`src/rtl/spi_pkg.sv`:
```
// Shared SPI definitions used by the configuration master and by the FIR engine's slave port.
// Holds word/timing defaults, the master state encoding and the SPI mode constants.
package spi_pkg;

  localparam int SpiWordWidth  = 16;
  localparam int SpiHalfPeriod = 4;
  localparam int SpiCsGuard    = 2;

  // Mode 0: clock idles low, data sampled on the rising edge.
  localparam logic SpiCpol = 1'b0;
  localparam logic SpiCpha = 1'b0;

  typedef enum logic [2:0] {
    IDLE     = 3'd0,
    SETUP    = 3'd1,
    SHIFT    = 3'd2,
    WAITNEXT = 3'd3,
    HOLD     = 3'd4,
    GAP      = 3'd5
  } spi_master_state_t;

  function automatic logic spi_cs_asserted(input spi_master_state_t s);
    logic r;
    case (s)
      SETUP, SHIFT, WAITNEXT, HOLD: r = 1'b1;
      default:                      r = 1'b0;
    endcase
    return r;
  endfunction

endpackage

```
`src/rtl/spi_clock_gen.sv`:
```
// Half-period counter producing the serial clock level plus start-of-low and end-of-high pulses.
// Cleared whenever it is disabled, so every enabled run starts at the beginning of a low phase.
module spi_clock_gen
  import spi_pkg::*;
#(
  parameter int HalfPeriod = SpiHalfPeriod
) (
  input  logic clk,
  input  logic reset,
  input  logic en,
  output logic spiClk,
  output logic fallStart,
  output logic bitDone
);

  localparam int CW = (HalfPeriod > 1) ? $clog2(HalfPeriod) : 1;

  logic [CW-1:0] cnt_q, cnt_d;
  logic          phase_q, phase_d;

  // Next count/phase: hold cleared while disabled, toggle phase at the end of each half period.
  always_comb begin
    cnt_d   = cnt_q;
    phase_d = phase_q;
    if (!en) begin
      cnt_d   = {CW{1'b0}};
      phase_d = 1'b0;
    end else if (cnt_q == CW'(HalfPeriod - 1)) begin
      cnt_d   = {CW{1'b0}};
      phase_d = !phase_q;
    end else begin
      cnt_d   = cnt_q + CW'(1);
    end
  end

  // Counter and phase registers with synchronous active-low reset.
  always_ff @(posedge clk) begin
    if (!reset) begin
      cnt_q   <= {CW{1'b0}};
      phase_q <= 1'b0;
    end else begin
      cnt_q   <= cnt_d;
      phase_q <= phase_d;
    end
  end

  assign spiClk    = phase_q ^ SpiCpol;
  assign fallStart = en && !phase_q && (cnt_q == {CW{1'b0}});
  assign bitDone   = en && phase_q && (cnt_q == CW'(HalfPeriod - 1));

endmodule

```
`src/rtl/spi_config_master.sv`:
```
// SPI mode-0 initiator: accepts words over valid/ready and shifts them MSB first inside cs-framed
// transactions; mosi is the top bit of the shift register so it holds its value between frames.
module spi_config_master
  import spi_pkg::*;
#(
  parameter int WordWidth  = SpiWordWidth,
  parameter int HalfPeriod = SpiHalfPeriod,
  parameter int CsGuard    = SpiCsGuard
) (
  input  logic                 clk,
  input  logic                 reset,
  input  logic [WordWidth-1:0] txData,
  input  logic                 txValid,
  input  logic                 txLast,
  output logic                 txReady,
  output logic                 busy,
  output logic                 spiClk,
  output logic                 mosi,
  output logic                 cs
);

  localparam int GW = $clog2(CsGuard + 1);
  localparam int BW = $clog2(WordWidth + 1);

  spi_master_state_t    state_q, state_d;
  logic [GW-1:0]        guard_q, guard_d;
  logic [BW-1:0]        bit_cnt_q, bit_cnt_d;
  logic [WordWidth-1:0] shreg_q, shreg_d;
  logic                 last_q, last_d;
  logic                 cs_q, cs_d;
  logic                 tx_ready_q, tx_ready_d;
  logic                 busy_q, busy_d;
  logic                 accept_s, fall_start_s, bit_done_s, clk_en_s;

  assign accept_s = txValid && tx_ready_q;
  assign clk_en_s = (state_q == SHIFT);

  spi_clock_gen #(.HalfPeriod(HalfPeriod)) u_clk_gen (
    .clk       (clk),
    .reset     (reset),
    .en        (clk_en_s),
    .spiClk    (spiClk),
    .fallStart (fall_start_s),
    .bitDone   (bit_done_s)
  );

  // Next-state, datapath and registered-output decode.
  always_comb begin
    state_d   = state_q;
    guard_d   = guard_q;
    bit_cnt_d = bit_cnt_q;
    shreg_d   = shreg_q;
    last_d    = last_q;
    case (state_q)
      IDLE, WAITNEXT: begin
        if (accept_s) begin
          shreg_d   = txData;
          last_d    = txLast;
          bit_cnt_d = {BW{1'b0}};
          guard_d   = {GW{1'b0}};
          state_d   = (state_q == IDLE) ? SETUP : SHIFT;
        end else begin
          state_d   = state_q;
        end
      end
      SETUP, HOLD, GAP: begin
        if (guard_q == GW'(CsGuard - 1)) begin
          guard_d = {GW{1'b0}};
          case (state_q)
            SETUP:   state_d = SHIFT;
            HOLD:    state_d = GAP;
            default: state_d = IDLE;
          endcase
        end else begin
          guard_d = guard_q + GW'(1);
        end
      end
      SHIFT: begin
        // bit_cnt counts bits started, so it equals WordWidth during the final bit.
        if (fall_start_s) begin
          bit_cnt_d = bit_cnt_q + BW'(1);
        end else if (bit_done_s) begin
          if (bit_cnt_q == BW'(WordWidth)) begin
            bit_cnt_d = {BW{1'b0}};
            guard_d   = {GW{1'b0}};
            state_d   = last_q ? HOLD : WAITNEXT;
          end else begin
            shreg_d   = {shreg_q[WordWidth-2:0], 1'b0};
          end
        end else begin
          bit_cnt_d = bit_cnt_q;
        end
      end
      default: begin
        state_d = IDLE;
      end
    endcase
    cs_d       = !spi_cs_asserted(state_d);
    tx_ready_d = (state_d == IDLE) || (state_d == WAITNEXT);
    busy_d     = (state_d != IDLE);
  end

  // State, datapath and output registers with synchronous active-low reset.
  always_ff @(posedge clk) begin
    if (!reset) begin
      state_q    <= IDLE;
      guard_q    <= {GW{1'b0}};
      bit_cnt_q  <= {BW{1'b0}};
      shreg_q    <= {WordWidth{1'b0}};
      last_q     <= 1'b0;
      cs_q       <= 1'b1;
      tx_ready_q <= 1'b0;
      busy_q     <= 1'b0;
    end else begin
      state_q    <= state_d;
      guard_q    <= guard_d;
      bit_cnt_q  <= bit_cnt_d;
      shreg_q    <= shreg_d;
      last_q     <= last_d;
      cs_q       <= cs_d;
      tx_ready_q <= tx_ready_d;
      busy_q     <= busy_d;
    end
  end

  assign mosi    = shreg_q[WordWidth-1];
  assign cs      = cs_q;
  assign txReady = tx_ready_q;
  assign busy    = busy_q;

endmodule
```
`config.mk`:
```
export PLATFORM = sky130hd
export DESIGN_NAME = spi_config_master
export DESIGN_NICKNAME = d
export VERILOG_FILES = /design/src/rtl/spi_pkg.sv /design/src/rtl/spi_clock_gen.sv /design/src/rtl/spi_config_master.sv
export SDC_FILE = /design/constraint.sdc
export NUM_CORES = 1
export LEC_CHECK = 0
export ABC_AREA = 1
export ABC_CLOCK_PERIOD_IN_PS = 2300
export CORE_UTILIZATION = 38
export CTS_BUF_LIST = sky130_fd_sc_hd__clkbuf_8 sky130_fd_sc_hd__clkbuf_16
export CTS_CLUSTER_SIZE = 10
export DETAILED_ROUTE_END_ITERATION = 6
export PLACE_DENSITY = 0.56
export REMOVE_ABC_BUFFERS = 1
export SYNTH_ARGS = -nofsm -noshare
export SYNTH_HDL_FRONTEND = slang
export SYNTH_HIERARCHICAL = 1
export SYNTH_SLANG_ARGS = --single-unit
```
`constraint.sdc`:
```
create_clock -name clk -period 2.3 [get_ports clk]
set_input_delay 0.23 -clock clk [delete_from_list [all_inputs] [get_ports clk]]
set_output_delay 0.23 -clock clk [all_outputs]
set_load 0.01 [all_outputs]
```
==> results_dict.tcl <==
set metrics [dict create \
    outcome "completed" \
    hold_violations 0 \
    synthArstFlopShare 0 \
    fp-row-count 24 \
    cts_hold_buf 0 \
    p_leak_nw 0.962 \
    fin_crit_sh 0.824 \
    peakVddDrop_mv 0.263 \
    post_dp_cell_area_um2 2060 \
    cp_max_fo 9 \
    arrival_ps 2080 \
    synth_edf_count 0 \
    crit_path_max_incr_delay_ps 510 \
    worst_slew_pin_slew_ps 320 \
    ys_seq_area_frac 0.371 \
    synthesis.area_um2 1780 \
    rsz0062_at_grt "false" \
    ys_ff_latch 33 \
    clk_pin_slew_ps 70 \
    timing.fmax_ghz 0.528 \
    whs_ps 448 \
    io_buffers 24 \
    worstSetupPathType "flip-flop to flip-flop" \
    grt.overflow.total 0 \
    ys_warn_count 6 \
    min_path_type "flip-flop to flip-flop" \
    synthDistinctLibCells 31 \
    area_delta_synth_final_pct 19.9 \
    cp-end-kind "flip-flop" \
    post_synth_inst_count 261 \
    tns_ps 0 \
    firstDrtPassIters 5 \
    grt_max_degree 24 \
    cts_root_buffer "clkbuf_8" \
    fill_cells 460 \
    avgSynthCellArea_um2 6.83 \
    die_area_um2 4970 \
    dp_slack_ps 440 \
    worst_slack_ps 405 \
    antenna_found_initial 0 \
    drtIter0Drc 87 \
    grt_pass1_vias 1508 \
    dr_total_vias 1638 \
    wl_per_cell_um 10.7 \
    slew_violations 0 \
    cts_resized 0 \
    power_mw 1.32 \
    cts_made_buffers 5 \
    maxSlewHeadroom 0.787 \
    wl_mm 3.65 \
    synth_most_common_cell "nand2_1" \
    core_region_area_um2 4440 \
    startpoint_type "flip-flop" \
    critical_path.most_common_cell "nand2_1" \
    post_cts_buffers 0 \
    grt_usage 0.165 \
    synth_top_area_share 0.371 \
    path_cells "nand3_4, inv_4, inv_1, nor2_1, nand2_1, nor2_1, nand2_1, a21boi_1, nand3_1, nand2_1, inv_1" \
    insertedDiodeCount 0 \
    antenna_left 0 \
    finalSetupViolCount 0 \
    dieHeight_um 70.5 \
    clock_path_buffers 2 \
    grt_pass1_wl_mm 6.51 \
    synth_flop_cell "dfxtp_1" \
    drc 0 \
    cp.required_ps 2480 \
    hpwl_mm 2.51 \
    finalNonFillerCells 341 \
    clock_sinks 33 \
    p_per_area_nw_per_um2 616 \
    skew_ps 8.70 \
    period_minus_slack_ps 1900 \
    htreeDepth 2 \
    synthTopCellsByArea "dfxtp_1 (37%), nand2_1 (17%), nor2_1 (7.4%)" \
    fp.dieW_um 70.5 \
    drive_above_1_share 0.135 \
    drv_cap 0 \
    utilization 0.481 \
    synthTopCellsByCount "nand2_1 (81), nor2_1 (35), dfxtp_1 (33)" \
    routed_via_density 4.80 \
    design_area_um2 2140 \
    cts_tree "yes" \
    pin_count 25 \
    yosys.area.top_type "dfxtp_1" \
    slowest_stage "dfxtp_1" \
    final_nets 312 \
    initial_utilization 0.401 \
    gp_congestion 0.768 \
    clk_latency_ps 280 \
    dpl.cell_count 333 \
]
==> cell usage in the layout, fill, tap and decap left out, types with 2 or more instances in the layout <==
cell type / Yosys / routed
nand2_2: 4 / 4
a21oi_1: 7 / 7
buf_4: 1 / 4
nand2_1: 81 / 81
clkdlybuf4s50_1: 0 / 24
nor2_1: 35 / 35
o21ai_0: 18 / 18
nand4_1: 8 / 8
nand2_4: 2 / 2
o21bai_1: 2 / 2
nand3_1: 13 / 13
inv_1: 18 / 21
ha_1: 4 / 4
dfxtp_1: 33 / 33
inv_2: 4 / 4
nor2_2: 11 / 11
clkbuf_8: 0 / 5
nor3_1: 2 / 2
==> final cells by class <==
cell class / count / area [um2] / area share
Tap cell: 52 / 65.1 / 0.0304
Clock buffer: 5 / 68.8 / 0.0322
Multi-Input combinational cell: 195 / 957 / 0.448
Clock inverter: 3 / 11.3 / 0.00527
Sequential cell: 33 / 661 / 0.309
Timing Repair Buffer: 28 / 270 / 0.126
Inverter: 25 / 104 / 0.0486
==> sequential cells by signal, indices dropped and copies added (netlist names) <==
signal            cells
bit_cnt_q             5
busy                  1
cs                    1
guard_q               2
last_q                1
shreg_q              16
state_q               3
txReady               1
u_clk_gen/cnt_q       2
u_clk_gen/spiClk      1
==> final timing paths <==
| path | start | to | slack, ps | cells past startpoint |
|---|---|---|---|---|
| setup / recovery | state_q[1] | busy | 400 | 11 |
| hold / removal | u_clk_gen/cnt_q[0] | u_clk_gen/cnt_q[0] | 450 | 1 |
| setup reg to reg | state_q[1] | busy | 400 | 11 |
| hold reg to reg | u_clk_gen/cnt_q[0] | u_clk_gen/cnt_q[0] | 450 | 1 |
==> power breakdown <==
part           switching, mW  total, mW  internal (mW)
Combinational          0.144      0.250          0.105
Sequential            0.0272      0.651          0.624
Clock                  0.212      0.414          0.202
Total                  0.384       1.32          0.931
==> critical path, delay by kind of cell, from the launching register on <==
| family | cells | cell delay [ps] |
|---|---|---|
| simple gates | 7 | 870 |
| buf+inv | 3 | 200 |
| compound gates | 1 | 220 |
| flops | 1 | 510 |
==> per-layer routing <==
layer / vias up / track usage / routed length (um)
met1: 727 / 0.209 / 1810
met4: 0 / 0.0748 / 53
met5: - / 0 / 0
li1: 874 / - / -
met2: 32 / 0.271 / 1670
met3: 5 / 0.0346 / 125
==> cells by family (layout without fill, tap and decap cells) <==
| family | after synthesis | count (layout) | synth area share |
|---|---|---|---|
| simple gates | 161 | 161 | 0.416 |
| buf+inv | 33 | 61 | 0.0926 |
| flops | 33 | 33 | 0.371 |
| compound gates | 30 | 30 | 0.0926 |
| fa+ha+maj | 4 | 4 | 0.0281 |
Note: power is estimated with default switching activity, not from simulation.
